**src/rtl/fuzzy_rule_engine.sv**
```systemverilog
// Two-stage fuzzy rule-base lookup: (fuzzy_E, fuzzy_EC) -> fuzzy_df through a
// run-time programmable rule table, with valid/ready flow control and OOR tracking.
module fuzzy_rule_engine #(
    parameter int IDX_W       = 5,
    parameter int N_E         = 9,
    parameter int N_EC        = 17,
    parameter int OUT_W       = 5,
    parameter int DEFAULT_OUT = 7
) (
    input  logic             clk,
    input  logic             rst_n,
    input  logic             in_valid,
    output logic             in_ready,
    input  logic [IDX_W-1:0] fuzzy_E,
    input  logic [IDX_W-1:0] fuzzy_EC,
    output logic             out_valid,
    input  logic             out_ready,
    output logic [OUT_W-1:0] fuzzy_df,
    output logic             out_oor,
    input  logic             cfg_we,
    input  logic [IDX_W-1:0] cfg_e,
    input  logic [IDX_W-1:0] cfg_ec,
    input  logic [OUT_W-1:0] cfg_data,
    output logic             cfg_err,
    output logic [15:0]      oor_cnt
);
    localparam int DEPTH = N_E * N_EC;
    localparam int AW    = (DEPTH > 1) ? $clog2(DEPTH) : 1;

    typedef logic [DEPTH-1:0][OUT_W-1:0] tbl_t;

    // Reset image: every row is the identity map on EC.
    function automatic tbl_t tbl_ident();
        tbl_t r;
        for (int i = 0; i < DEPTH; i++) r[AW'(i)] = OUT_W'(i % N_EC);
        return r;
    endfunction

    localparam tbl_t TBL_RST = tbl_ident();

    tbl_t             tbl_q, tbl_d;
    logic             s1_valid_q, s1_valid_d;
    logic [IDX_W-1:0] s1_e_q, s1_e_d, s1_ec_q, s1_ec_d;
    logic             s1_oor_q, s1_oor_d;
    logic             s2_valid_q, s2_valid_d;
    logic [OUT_W-1:0] s2_df_q, s2_df_d;
    logic             s2_oor_q, s2_oor_d;
    logic             cfg_err_q, cfg_err_d;
    logic [15:0]      oor_cnt_q, oor_cnt_d;

    logic             adv, in_oor, wr_ok;
    logic [AW-1:0]    rd_addr, wr_addr;

    always_comb begin
        adv     = !s2_valid_q || out_ready;
        in_oor  = (32'(fuzzy_E) >= N_E) || (32'(fuzzy_EC) >= N_EC);
        wr_ok   = cfg_we && (32'(cfg_e) < N_E) && (32'(cfg_ec) < N_EC);
        rd_addr = AW'(32'(s1_e_q) * N_EC + 32'(s1_ec_q));
        wr_addr = AW'(32'(cfg_e) * N_EC + 32'(cfg_ec));

        tbl_d      = tbl_q;
        cfg_err_d  = cfg_err_q || (cfg_we && !wr_ok);
        s1_valid_d = s1_valid_q;
        s1_e_d     = s1_e_q;
        s1_ec_d    = s1_ec_q;
        s1_oor_d   = s1_oor_q;
        s2_valid_d = s2_valid_q;
        s2_df_d    = s2_df_q;
        s2_oor_d   = s2_oor_q;
        oor_cnt_d  = oor_cnt_q;

        // Writes ignore the stall; the S2 read below still sees the pre-edge table.
        if (wr_ok) tbl_d[wr_addr] = cfg_data;

        if (adv) begin
            s1_valid_d = in_valid;
            if (in_valid) begin
                s1_e_d   = fuzzy_E;
                s1_ec_d  = fuzzy_EC;
                s1_oor_d = in_oor;
            end
            s2_valid_d = s1_valid_q;
            if (s1_valid_q) begin
                s2_df_d  = s1_oor_q ? OUT_W'(DEFAULT_OUT) : tbl_q[rd_addr];
                s2_oor_d = s1_oor_q;
                if (s1_oor_q && oor_cnt_q != 16'hFFFF) oor_cnt_d = oor_cnt_q + 16'd1;
            end
        end
    end

    always_ff @(posedge clk or negedge rst_n) begin
        if (!rst_n) begin
            tbl_q      <= TBL_RST;
            cfg_err_q  <= 1'b0;
            s1_valid_q <= 1'b0;
            s1_e_q     <= '0;
            s1_ec_q    <= '0;
            s1_oor_q   <= 1'b0;
            s2_valid_q <= 1'b0;
            s2_df_q    <= '0;
            s2_oor_q   <= 1'b0;
            oor_cnt_q  <= '0;
        end else begin
            tbl_q      <= tbl_d;
            cfg_err_q  <= cfg_err_d;
            s1_valid_q <= s1_valid_d;
            s1_e_q     <= s1_e_d;
            s1_ec_q    <= s1_ec_d;
            s1_oor_q   <= s1_oor_d;
            s2_valid_q <= s2_valid_d;
            s2_df_q    <= s2_df_d;
            s2_oor_q   <= s2_oor_d;
            oor_cnt_q  <= oor_cnt_d;
        end
    end

    assign in_ready  = adv;
    assign out_valid = s2_valid_q;
    assign fuzzy_df  = s2_df_q;
    assign out_oor   = s2_oor_q;
    assign cfg_err   = cfg_err_q;
    assign oor_cnt   = oor_cnt_q;
endmodule

```
**config.mk**
```make
export PLATFORM = sky130hd
export DESIGN_NAME = fuzzy_rule_engine
export DESIGN_NICKNAME = d
export VERILOG_FILES = /design/src/rtl/fuzzy_rule_engine.sv
export SDC_FILE = /design/constraint.sdc
export NUM_CORES = 1
export LEC_CHECK = 0
export ABC_AREA = 0
export CAP_MARGIN = 20
export CORE_MARGIN = 5
export CORE_UTILIZATION = 45
export DETAILED_ROUTE_END_ITERATION = 6
export PLACE_DENSITY_LB_ADDON = 0.3
export SLEW_MARGIN = 20
export SYNTH_ARGS = -nofsm -noshare
export SYNTH_HDL_FRONTEND = slang
export SYNTH_SLANG_ARGS = --single-unit
```
**constraint.sdc**
```tcl
create_clock -name clk -period 4.5 [get_ports clk]
set_input_delay 0.9 -clock clk [delete_from_list [all_inputs] [get_ports clk]]
set_output_delay 0.9 -clock clk [all_outputs]
set_load 0.03 [all_outputs]
```
* Word-level counts from Yosys, hierarchy flattened
Cells that the tools add are included.
Word-level totals: logic and storage cells 194, register bits after elaboration 801, output and inout port bits 25, input port bits 30
Operators by class: add/sub/neg operators 3, $mul 2, eq/ne operators 1, reduce and logical (&&, ||, !) cells 13, order comparisons 7, muxes and demuxes 6
Operators by type and width (number):
- bitwise mux 765 bit | 1
- binary-select mux 5 bit (select 8 bit) | 1
- demux 5 bit (select 8 bit) | 1
- < comparator 8 x 9 -> 1 bit (second input constant) | 2
- adder 16 x 1 -> 16 bit (second input constant) | 1
- adder 8 x 5 -> 8 bit | 2
- multiplier 5 x 5 -> 8 bit (second input constant) | 2
- != test 16 bit (second input constant) | 1
- two-way mux 5 bit | 3
- greater-or-equal comparator 8 x 1 -> 1 bit (second input constant) | 1
- greater-or-equal comparator 5 x 4 -> 1 bit (second input constant) | 1
- greater-or-equal comparator 5 bit (second input constant) | 1
- logical AND 1 bit | 5
- < comparator 5 x 4 -> 1 bit (second input constant) | 1
- < comparator 5 bit (second input constant) | 1
- AND reduction 2 bit | 2
- logical OR 1 bit | 3
- AND reduction 3 bit | 1
- logical NOT 1 bit | 2

* Depth between registers and ports, before layout
depth in word-level cells 7, depth in mapped cells 14

* Worst setup path before layout
No wires, ideal clock.
kind input-to-reg, from input cfg_e[4], to register tbl_q[249] (netlist name), setup time 0.125 ns, stages 11, required time 4.375 ns, arrival time 4.075 ns, path slack 0.300 ns, buffers on the path 1, cells stage by stage ha_1 ha_1 ha_1 ha_1 nor2b_1 o21a_1 nor3_1 o2111ai_1 clkbuf_1 nor3_1 mux2_2
On the way: longest elaborated chain between the ends 7, elaborated cells on any way between the ends 11, classes of those cells add/sub: 1; mul: 1; order compare: 3; mux: 3; reduce/logical: 3
Ends and longest elaborated chain:
- start: declaration | RTL line 21 | input logic [IDX_W-1:0] cfg_e,
- multiplier 5 x 5 -> 8 bit | RTL line 59 | wr_addr = AW'(32'(cfg_e) * N_EC + 32'(cfg_ec));
- adder 8 x 5 -> 8 bit | RTL line 59
- < comparator 8 x 9 -> 1 bit (not written as such) / greater-or-equal comparator 8 x 1 -> 1 bit (equally long branches) | RTL line 73 | if (wr_ok) tbl_d[wr_addr] = cfg_data;
- logical AND 1 bit (not written as such) | RTL line 73
- two-way mux 5 bit (not written as such) | RTL line 73
- demux 5 bit (select 8 bit) | RTL line 73
- bitwise mux 765 bit | RTL line 73
- end signal: assignment | RTL line 104 | tbl_q <= tbl_d;
- end: declaration | RTL line 41 | tbl_t tbl_q, tbl_d;
Parallel ways exist; a longest one is shown, timed or not. A chain may end at the register's enable or synchronous reset.

* Final worst setup path
from register s1_ec_q[4], to register s2_df_q[0] (netlist: fuzzy_df[0])
On the way: longest elaborated chain between the ends 4
Ends and longest elaborated chain:
- start: declaration | RTL line 43 | logic [IDX_W-1:0] s1_e_q, s1_e_d, s1_ec_q, s1_ec_d;
- start signal: assignment | RTL line 97 | s1_ec_q <= '0;
- start signal: assignment | RTL line 108 | s1_ec_q <= s1_ec_d;
- adder 8 x 5 -> 8 bit | RTL line 58 | rd_addr = AW'(32'(s1_e_q) * N_EC + 32'(s1_ec_q));
- binary-select mux 5 bit (select 8 bit) | RTL line 84 | s2_df_d = s1_oor_q ? OUT_W'(DEFAULT_OUT) : tbl_q[rd_addr];
- two-way mux 5 bit (not written as such) | RTL line 84
- two-way mux 5 bit | RTL line 84
- end signal: assignment | RTL line 100 | s2_df_q <= '0;
- end signal: assignment | RTL line 111 | s2_df_q <= s2_df_d;
- end: declaration | RTL line 46 | logic [OUT_W-1:0] s2_df_q, s2_df_d;
Every way passes these cells. The select of a mux whose other input is x is not followed.

==> flow_results.org <==
** STA
- Part of the cycle the worst path needs :: ~94%
- The hold violation count in the final report came to 0.
- At the pin with the least slew margin, the transition time is about 1.0 ns.
- Final min period :: 4.21 ns
- Worst slew margin relative to its limit :: 30.5%
- Setup violations remaining at the end of the flow were counted as 0.
- Unrepaired setup endpoints after global routing :: no
- Worst Clk Skew :: 0.0175 ns
- Timing would allow up to 238 MHz.
- In the post-route analysis, the smallest setup slack over all paths is 0.292 ns.
- Count of pins over their slew limit :: 0

** Worst setup path
- Logic depth of the worst register-to-register path :: 10
- Startpoint of the most critical register-to-register path :: s1_ec_q[4]$_DFFE_PN0P_
- WS Path Type :: reg2reg
- Maximum fanout encountered on the critical timing path :: 6
- Data required time of the worst path :: 5.05 ns
- The worst setup path is captured at a flip-flop.
- Data arrives at the worst endpoint at 4.76 ns.
- Startpoint kind of the worst setup timing path :: flip-flop
- The endpoint identified for the worst register-to-register timing path is fuzzy_df[0]$_DFFE_PN0P_.
- Reg-to-reg slack, setup :: 0.29 ns

** Synth
- Sequential cells were found to cover 53.2% of the synthesized design area.
- The cell area that synthesis handed to floorplanning was 38,200 µm².
- Syn_area_per_cell :: 14.8 µm²
- Post-synthesis instance total :: approximately 2,600
- In this run, synthesis produced a sequential element count of approximately 800.
- When the netlist entered floorplanning its net count stood at 2,650.
- Async S/R FF share, synth :: 100%
- Number of flops mapped to enable cells by yosys :: 0
- During synthesis, Yosys emitted a total of 0 warnings.
- Yosys mapped the design onto 65 distinct sky130hd cell types.
- In the synthesized netlist the dominant register cell turns out to be dfrtp_1.

** Die
- 55 I/O pins were placed.
- X dimension of the die :: 302 µm
- Std-Cell Rows :: around 110
- Vert. Die Dim :: 302 µm
- The die covers 90,900 µm².
- The initial utilization of the core area, before any placement, comes to between 40% and 50%.
- In this run the standard cell core region covers 84,700 µm².

** Drt
- Detailed-router iteration count before antenna repair :: 5
- After detailed routing, the average wire length per cell comes to approximately 26 µm.
- Using the TritonRoute via totals, the vias-per-cell ratio works out to 6.08.
- Total Routed Length :: 104,000 µm
- The detail route stage leaves a number of antenna-violating nets equal to 0.
- Number of design rule violations left after detail routing :: 0
- Detailed routing inserted a total of between 20,000 and 25,000 vias.
- Drt first-iter violations :: a little under 2,000

** Placed design
- Port Buf Inserts :: 54
- Worst setup slack before clock tree synthesis :: -0.311 ns
- Routability congestion estimate :: 0.953
- Once detailed placement completed, the half-perimeter wirelength came to 69,900 µm.

** Clocking
- Clock latency on the worst-skew pair, taken at its later pin, is 0.65 ns.
- The number of clock buffers added by TritonCTS is 86.
- TritonCTS clock tree :: yes
- Root Buffer :: clkbuf_16
- Resized Gates After CTS :: 0
- The clock net in this run drives a total of 801 sinks.
- The clock tree synthesis step divided the H-tree into 3 levels.
- After clock tree synthesis, the clock-pin slew on the worst setup and hold paths is approximately 0.060 ns.
- The number of setup buffers added after CTS is 0.
- For this design, the CTS-stage hold fixing added 0 buffers.
- Number of buffers on the longest clock path :: 3

** Job
- MaxCap Viol Count :: 0

** Pwr
- Combinational cells account for 28.5% of the total power.
- Clock network fraction of design power :: between 30% and 40%
- Reported leakage power :: 20.1 nW
- Internal :: about 14 mW
- Maximum resistive drop on vdd :: 0.331 mV
- Power spread over the standard cell area amounts to ~470 nW/µm².
- Per report_power, the sequential group accounts for 36.5% of the total.
- Switching fraction of total power :: 33.7%
- Psw :: about 7.1 mW

** Finish
- Relative to the synthesized area, the layout overhead comes to 16.3%.
- Final core area utilization :: a little over half
- Antenna cells :: 0
- In the final design database the tool counted 2,811 nets.
- The post-route netlist has 54.8% of its cells at a drive strength greater than 1.

** Global route
- Overall routing resource usage :: 23.0%
- The number of antenna violations at the first check in global routing came to 0.
- Via count of the first global-routing pass :: approximately 25,000
- Global-route wire length before repair :: between 150,000 and 200,000 µm
- Entering global routing, the biggest net connects 117 pins.
- The total overflow left after global routing is 0.

** Min path
- The path class of the tightest hold or removal check is in2async.

** Status
- Status :: finished clean
==> sequential cells by signal, indices dropped and copies added (netlist names) <==
name	cells
cfg_err	1
fuzzy_df	5
oor_cnt	16
out_oor	1
out_valid	1
s1_e_q	5
s1_ec_q	5
s1_oor_q	1
s1_valid_q	1
tbl_q	765
==> cells in the mapped netlist (7+ instances only) <==
cell	instances	area [µm²]
dfstp_2	244	6410
mux2_2	737	8300
or3_1	8	50.1
a22oi_1	16	120
nand2_1	38	143
mux2i_1	46	460
ha_1	31	388
buf_4	15	113
nand2b_1	9	56.3
a211oi_1	7	52.6
a21oi_1	13	65.1
o21ai_0	19	95.1
nor4_2	12	150
buf_1	17	63.8
nand4_1	70	438
xor2_1	7	61.3
nor3_1	50	250
mux2_1	46	518
a221oi_1	9	78.8
nor2_1	43	161
inv_1	22	82.6
clkbuf_1	143	537
nor2b_1	12	75.1
a22o_1	13	114
buf_2	14	70.1
nand3_1	64	320
nor3_2	7	70.1
mux4_2	175	3940
o211ai_1	8	60.1
xnor2_1	14	123
o22ai_1	31	194
dfrtp_1	557	13900
and3_1	7	43.8
==> cell usage in the layout (no fill, tap or decap), drive strengths merged, types with 5 or more instances in the layout <==
master and count:
dfrtp 557, o22ai 31, o211ai 8, nor2b 12, nor3b 5, nor4 16, a22o 13, ha 31
mux2i 46, o221ai 6, and3 7, nor3 57, clkinv 19, nor2 43, buf 214, or3 8
mux4 175, a211oi 9, nand2b 9, nand2 38, o21ai 19, bufinv 9, inv 29, xor2 7
clkdlybuf4s50 48, nand3 64, xnor2 14, a31oi 5, a21oi 13, a221oi 9, mux2 783, dfstp 244
nand4 70, a22oi 16, clkbuf 124
==> layer usage <==
layer | up-vias | routed length, µm | track usage, %
met4 | 0 | 3620 | 8.04
met3 | 184 | 6780 | 4.56
li1 | 10200 | - | -
met1 | 12900 | 45200 | 32.5
met2 | 802 | 48600 | 35.8
met5 | - | 0 | 0
==> power groups by stage <==
stage               clock network [mW]  registers, mW  logic, mW
CTS                               7.52           7.69       5.95
detailed placement                   0           7.82       5.93
global route                      7.84           7.72       6.28
global placement                     0           7.79       5.84
finish                            7.38           7.70       6.03
floorplan                            0           7.81       3.28
==> kinds of logic (layout without fill, tap and decap cells) <==
logic type | count (synthesis) | count (layout) | synth area share, %
compound gates | 166 | 166 | 3.18
xor+xnor | 21 | 21 | 0.481
fa+ha+maj | 35 | 35 | 1.22
buf+inv | 213 | 447 | 2.28
flops | 801 | 801 | 53.2
mux | 1004 | 1004 | 34.6
simple gates | 345 | 345 | 5.07
==> worst max-delay path: stages (launching register included) <==
cell	delay, ns
dfrtp_1	0.39
ha_1	0.29
ha_1	0.29
ha_1	0.29
ha_1	0.41
and3_1	0.28
nor3_1	0.64
o22ai_1	0.37
or4_1	0.61
a311o_1	0.40
o211ai_1	0.13
==> how the worst max path moves through the flow <==
| stage | start | end | cells past startpoint |
|---|---|---|---|
| CTS | cfg_ec[4] | tbl_q[709]$_DFFE_PN0P_ | 14 |
| global placement | cfg_e[4] | tbl_q[709]$_DFFE_PN0P_ | 14 |
| detailed placement | cfg_ec[4] | tbl_q[705]$_DFFE_PN0P_ | 14 |
| floorplan | cfg_e[4] | tbl_q[249]$_DFFE_PN0P_ | 11 |
| finish | s1_ec_q[4]$_DFFE_PN0P_ | fuzzy_df[0]$_DFFE_PN0P_ | 10 |
| global route | s1_ec_q[4]$_DFFE_PN0P_ | fuzzy_df[0]$_DFFE_PN0P_ | 10 |
==> metrics by stage <==
step                      power (mW)  TNS (ns)  instances  instance area, µm²  hold slack (ns)
after global placement          13.6    -89.09       3802               41500            0.441
after global routing            21.8         0       3963               44500            0.438
after CTS                       21.2         0       3963               44500            0.397
after floorplan                 11.1         0       2585               38200            0.451
final                           21.1         0       3963               44500            0.354
after detailed placement        13.7    -78.78       3802               41500            0.448
==> cell type report <==
class	count	area [µm²]
Inverter	24	90.1
Clock inverter	37	480
Sequential cell	801	20300
Multi-Input combinational cell	1571	17100
Clock buffer	124	2470
Timing Repair Buffer	262	2560
Fill cell	6757	40300
Tap cell	1144	1430
No activity file was read; power rests on OpenSTA's default activity.
